$ cat src/rtl/vga_mem_read_arbiter.sv
// Two-requester Avalon MM read arbiter with an in-order tag FIFO for read-data routing.
// Define VGA_MEM_ARB_ROUND_ROBIN_EN for round-robin arbitration; default is fixed priority (m0 wins).

`ifndef MM_MEM_ADDR_WIDTH
`define MM_MEM_ADDR_WIDTH 24
`endif
`ifndef MM_MEM_DATA_WIDTH
`define MM_MEM_DATA_WIDTH 32
`endif

module vga_mem_read_arbiter #(
    parameter int MM_ADDR_WIDTH     = `MM_MEM_ADDR_WIDTH,
    parameter int MM_DATA_WIDTH     = `MM_MEM_DATA_WIDTH,
    parameter int MAX_PENDING_READS = 7
) (
    input  logic                       clk,
    input  logic                       reset_n,

    input  logic                       m0_read,
    input  logic [MM_ADDR_WIDTH-1:0]   m0_address,
    input  logic [MM_DATA_WIDTH/8-1:0] m0_byteenable,
    output logic                       m0_waitrequest,
    output logic [MM_DATA_WIDTH-1:0]   m0_readdata,
    output logic                       m0_readdatavalid,

    input  logic                       m1_read,
    input  logic [MM_ADDR_WIDTH-1:0]   m1_address,
    input  logic [MM_DATA_WIDTH/8-1:0] m1_byteenable,
    output logic                       m1_waitrequest,
    output logic [MM_DATA_WIDTH-1:0]   m1_readdata,
    output logic                       m1_readdatavalid,

    output logic                       mm_read,
    output logic [MM_ADDR_WIDTH-1:0]   mm_address,
    output logic [MM_DATA_WIDTH/8-1:0] mm_byteenable,
    input  logic                       mm_waitrequest,
    input  logic [MM_DATA_WIDTH-1:0]   mm_readdata,
    input  logic                       mm_readdatavalid,

    output logic                       err_orphan
);

    localparam int CNT_W = $clog2(MAX_PENDING_READS + 1);
    localparam int PTR_W = (MAX_PENDING_READS > 1) ? $clog2(MAX_PENDING_READS) : 1;

    localparam logic [0:0] ST_IDLE = 1'b0;
    localparam logic [0:0] ST_HOLD = 1'b1;

    logic [0:0]                   state_q, state_d;
    logic                         owner_q, owner_d;
    logic [CNT_W-1:0]             count_q, count_d;
    logic [PTR_W-1:0]             wr_ptr_q, wr_ptr_d;
    logic [PTR_W-1:0]             rd_ptr_q, rd_ptr_d;
    logic [MAX_PENDING_READS-1:0] tag_q, tag_d;
    logic                         err_orphan_q, err_orphan_d;
`ifdef VGA_MEM_ARB_ROUND_ROBIN_EN
    logic [1:0]                   last_grant_q, last_grant_d;
`endif

    logic full, empty, grant_id, req_live, accept, push, pop, head_id;

    // Arbitration and request path; in HOLD the owner keeps the bus even if it drops its read.
    always_comb begin
        full  = (count_q == CNT_W'(MAX_PENDING_READS));
        empty = (count_q == '0);

        if (state_q == ST_HOLD) begin
            grant_id = owner_q;
        end else begin
`ifdef VGA_MEM_ARB_ROUND_ROBIN_EN
            if (m0_read && m1_read) begin
                grant_id = last_grant_q[0];
            end else begin
                grant_id = !m0_read;
            end
`else
            grant_id = !m0_read;
`endif
        end

        req_live      = !full && ((state_q == ST_HOLD) || m0_read || m1_read);
        mm_read       = reset_n && req_live;
        mm_address    = grant_id ? m1_address    : m0_address;
        mm_byteenable = grant_id ? m1_byteenable : m0_byteenable;

        accept = mm_read && !mm_waitrequest;
        push   = accept;
        m0_waitrequest = !(accept && !grant_id);
        m1_waitrequest = !(accept &&  grant_id);

        head_id = tag_q[rd_ptr_q];
        pop     = mm_readdatavalid && !empty;
        m0_readdatavalid = reset_n && pop && !head_id;
        m1_readdatavalid = reset_n && pop &&  head_id;
    end

    assign m0_readdata = mm_readdata;
    assign m1_readdata = mm_readdata;
    assign err_orphan  = err_orphan_q;

    always_comb begin
        state_d      = state_q;
        owner_d      = owner_q;
        count_d      = count_q;
        wr_ptr_d     = wr_ptr_q;
        rd_ptr_d     = rd_ptr_q;
        tag_d        = tag_q;
        err_orphan_d = err_orphan_q || (mm_readdatavalid && empty);
`ifdef VGA_MEM_ARB_ROUND_ROBIN_EN
        last_grant_d = last_grant_q;
        if (accept) begin
            last_grant_d = grant_id ? 2'b10 : 2'b01;
        end
`endif

        case (state_q)
            ST_IDLE: begin
                if (mm_read && mm_waitrequest) begin
                    state_d = ST_HOLD;
                    owner_d = grant_id;
                end
            end
            default: begin
                if (accept) begin
                    state_d = ST_IDLE;
                end
            end
        endcase

        if (push) begin
            tag_d[wr_ptr_q] = grant_id;
            wr_ptr_d = (wr_ptr_q == PTR_W'(MAX_PENDING_READS - 1)) ? '0 : wr_ptr_q + PTR_W'(1);
        end
        if (pop) begin
            rd_ptr_d = (rd_ptr_q == PTR_W'(MAX_PENDING_READS - 1)) ? '0 : rd_ptr_q + PTR_W'(1);
        end

        case ({push, pop})
            2'b10:   count_d = count_q + CNT_W'(1);
            2'b01:   count_d = count_q - CNT_W'(1);
            default: count_d = count_q;
        endcase
    end

    always_ff @(posedge clk or negedge reset_n) begin
        if (!reset_n) begin
            state_q      <= ST_IDLE;
            owner_q      <= 1'b0;
            count_q      <= '0;
            wr_ptr_q     <= '0;
            rd_ptr_q     <= '0;
            tag_q        <= '0;
            err_orphan_q <= 1'b0;
`ifdef VGA_MEM_ARB_ROUND_ROBIN_EN
            last_grant_q <= 2'b01;
`endif
        end else begin
            state_q      <= state_d;
            owner_q      <= owner_d;
            count_q      <= count_d;
            wr_ptr_q     <= wr_ptr_d;
            rd_ptr_q     <= rd_ptr_d;
            tag_q        <= tag_d;
            err_orphan_q <= err_orphan_d;
`ifdef VGA_MEM_ARB_ROUND_ROBIN_EN
            last_grant_q <= last_grant_d;
`endif
        end
    end

endmodule

$ cat config.mk
export PLATFORM = sky130hd
export DESIGN_NAME = vga_mem_read_arbiter
export DESIGN_NICKNAME = d
export VERILOG_FILES = /design/src/rtl/vga_mem_read_arbiter.sv
export SDC_FILE = /design/constraint.sdc
export NUM_CORES = 1
export LEC_CHECK = 0
export CORE_ASPECT_RATIO = 1.5
export CORE_MARGIN = 4
export CORE_UTILIZATION = 30
export CTS_CLUSTER_SIZE = 30
export DETAILED_ROUTE_END_ITERATION = 8
export GPL_ROUTABILITY_DRIVEN = 0
export PLACE_DENSITY_LB_ADDON = 0.05
export SLEW_MARGIN = 30
export SYNTH_ARGS = -nofsm -noshare
export SYNTH_HDL_FRONTEND = slang
export SYNTH_SLANG_ARGS = --single-unit
$ cat constraint.sdc
create_clock -name clk -period 2.7 [get_ports clk]
set_clock_uncertainty 0.15 [all_clocks]
set_input_delay 0.27 -clock clk [delete_from_list [all_inputs] [get_ports clk]]
set_output_delay 0.27 -clock clk [all_outputs]
set_load 0.01 [all_outputs]
==> flow_summary_export.csv <==
group,metric,value,unit
routing,antenna_left,0,
power,power.leakage,0.00116,uW
synthesis,postSynthNetCount,358,
power,finalPower,2050,uW
synthesis,ys_async_sr_fraction,1.00,
synthesis,synth.avg_cell_area,7.27,um2
floorplanning,pin_count,192,
routing,wl_per_cell,13.7,um
synthesis,ys_ff_latch,19,
synthesis,ys_seq_area_frac,0.250,
timing,max_freq,0.403,GHz
run_status,status,"finished clean",
routing,drc_errors,0,
routing,routed_wl,5.06,mm
synthesis,synthTopCellsByArea,"buf_4 (26%), dfrtp_1 (25%), nand2_1 (19%)",
worst_setup_path,cp-end-kind,"primary output",
clocking,postCtsSetupBuffers,0,
final_layout,fin_util,0.415,
min_path,hold_path.class,"register to register",
synthesis,yosysWarnings,0,
clocking,cts_resized,0,
min_path,whs_path_depth,1,
place,port_buffers,95,
timing,rsz0062_at_grt,"no",
job,max_cap_violations,0,
synthesis,synth_edf_count,0,
floorplanning,rows,35,
place,hpwl,4.09,mm
grt,grt_pass1_wl,7.96,mm
synthesis,syn_area,1900,um2
floorplanning,die_x,73.1,um
routing,avgViaCountPerCell,4.47,
clocking,clk_latency,0.26,ns
timing,hold-worst-slack,0.312,ns
synthesis,ys_top_cells_by_count,"nand2_1 (97), buf_4 (65), dfrtp_1 (19)",
grt,grt_max_degree,32,
clocking,holdBufCountCts,0,
power,ir_drop,0.000263,V
timing,worst_pin_slew,0.497,ns
grt,grt_overflow,0,
clocking,cts.sinks,19,
clocking,h-tree-depth,1,
final_layout,antennaDiodeCount,0,
synthesis,ys_types,37,
routing,drt_iter0_markers,17,
timing,maxSlewViolCount,0,
grt,grtUsageTotal,0.129,
clocking,cts_buffers,3,
timing,fin_crit_sh,0.919,
timing,tns,0,ns
timing,period_minus_slack,2.48,ns
clocking,cts_tree,"built",
synthesis,synth_top_flop_cell,"dfrtp_1",
timing,timing.final.ws_setup,0.219,ns
worst_setup_path,startpoint_type,"input pin",
worst_setup_path,path_max_fanout,5,
synthesis,yosys.area.top_type,"buf_4",
floorplanning,die-area,7710,um2
final_layout,fin_nets,391,
floorplanning,core,6170,um2
clocking,clkTransAtPathRegs,0.07,ns
timing,setup_viol,0,
worst_setup_path,crit_required,2.28,ns
place,post-place-ws,0.0903,ns
floorplanning,die_h,106,um
worst_setup_path,crit_type,"input pin to primary output",
grt,grt_pass1_vias,1665,
synthesis,synth_top_cell_area_share,0.256,
synthesis,synthCells,262,
worst_setup_path,rr_worst_depth,9,
clocking,cts_buffer_depth,2,
routing,num_vias,1645,
clocking,ctsRootBufferMaster,"clkbuf_8",
final_layout,area_growth,34.5,%
power,cellPowerDensity,800,nW/um2
worst_setup_path,cp_data_arrival_time,2.06,ns
timing,relSlewSlack,0.666,
grt,antenna_found_initial,0,
synthesis,yosysMostFrequentCell,"nand2_1",
floorplanning,start_util,0.308,
timing,finalHoldViolCount,0,
routing,firstDrtPassIters,4,
final_layout,drive_gt1_frac,0.0918,
## layout make-up
cell class                      count  area (um2)
Tap cell                           74        92.6
Sequential cell                    19         475
Inverter                            5        18.8
Timing Repair Buffer              105        1060
Clock buffer                        3        41.3
Clock inverter                      1        5.00
Multi-Input combinational cell    161         865
Fill cell                         646        3610
## routing by layer
| layer | vias up | global-route usage | share of wire |
|---|---|---|---|
| met2 | 77 | 0.233 | 0.52 |
| met5 | - | 0 | 0 |
| li1 | 836 | - | - |
| met1 | 712 | 0.135 | 0.36 |
| met3 | 20 | 0.0382 | 0.086 |
| met4 | 0 | 0.0528 | 0.026 |
## path summary, 6_finish.rpt
path	start	endpoint	slack (ns)
worst min-delay path	err_orphan$_DFF_PN0_	err_orphan$_DFF_PN0_	0.31
worst max-delay path	m1_read	m0_waitrequest	0.22
worst min register to register	err_orphan$_DFF_PN0_	err_orphan$_DFF_PN0_	0.31
worst max register to register	register	count_q[2]$_DFFE_PN0P_	0.38
max in group asynchronous	reset_n	rd_ptr_q[0]$_DFFE_PN0N_	1.83
min in group asynchronous	reset_n	async pin	0.32
## power breakdown
group / total, uW / switching (uW) / internal, uW
Clock: 200 / 97.5 / 103
Sequential: 580 / 161 / 418
Combinational: 1270 / 555 / 715
Total: 2050 / 814 / 1240
## registers in the layout (all words and copies together), names as in the netlist, named ones only
signal / count
err_orphan: 1
rd_ptr_q: 3
wr_ptr_q: 3
tag_q: 7
count_q: 3
owner_q: 1
## metrics by stage
step,cell area [um2],cells
finish,2560,368
CTS,2560,368
detailed placement,2510,364
global route,2560,368
floorplan,1900,262
global placement,2510,364
## cell usage in the layout, fill, tap and decap left out, types with 3 or more instances in the layout
cell type | Yosys | final
o31ai_1 | 3 | 3
inv_1 | 5 | 5
dfrtp_1 | 19 | 19
clkbuf_8 | 0 | 3
o21ai_0 | 6 | 6
nand2_1 | 97 | 97
nor3_1 | 3 | 3
nand3b_1 | 3 | 3
mux2_2 | 7 | 7
mux2i_1 | 4 | 3
clkdlybuf4s50_1 | 0 | 95
nand3_1 | 3 | 3
nor2_1 | 5 | 5
buf_4 | 65 | 7
a21oi_1 | 4 | 4
buf_12 | 0 | 3
## cells by family after synthesis
family / Yosys count / synth area share
AO/OA/AOI/OAI: 20 / 0.0657
XOR/XNOR: 3 / 0.0138
adder cells (fa/ha/maj): 2 / 0.0171
buffers and inverters: 82 / 0.298
flip-flops: 19 / 0.250
multiplexers: 13 / 0.0782
AND/OR/NAND/NOR: 123 / 0.277
## worst max-delay path, cell delays in order
cell	delay (ns)
clkdlybuf4s50_1	0.44
or3_1	0.39
and4b_1	0.21
buf_4	0.16
nand2_1	0.06
clkdlybuf4s50_1	0.54
No activity file was read; power rests on OpenSTA's default activity.
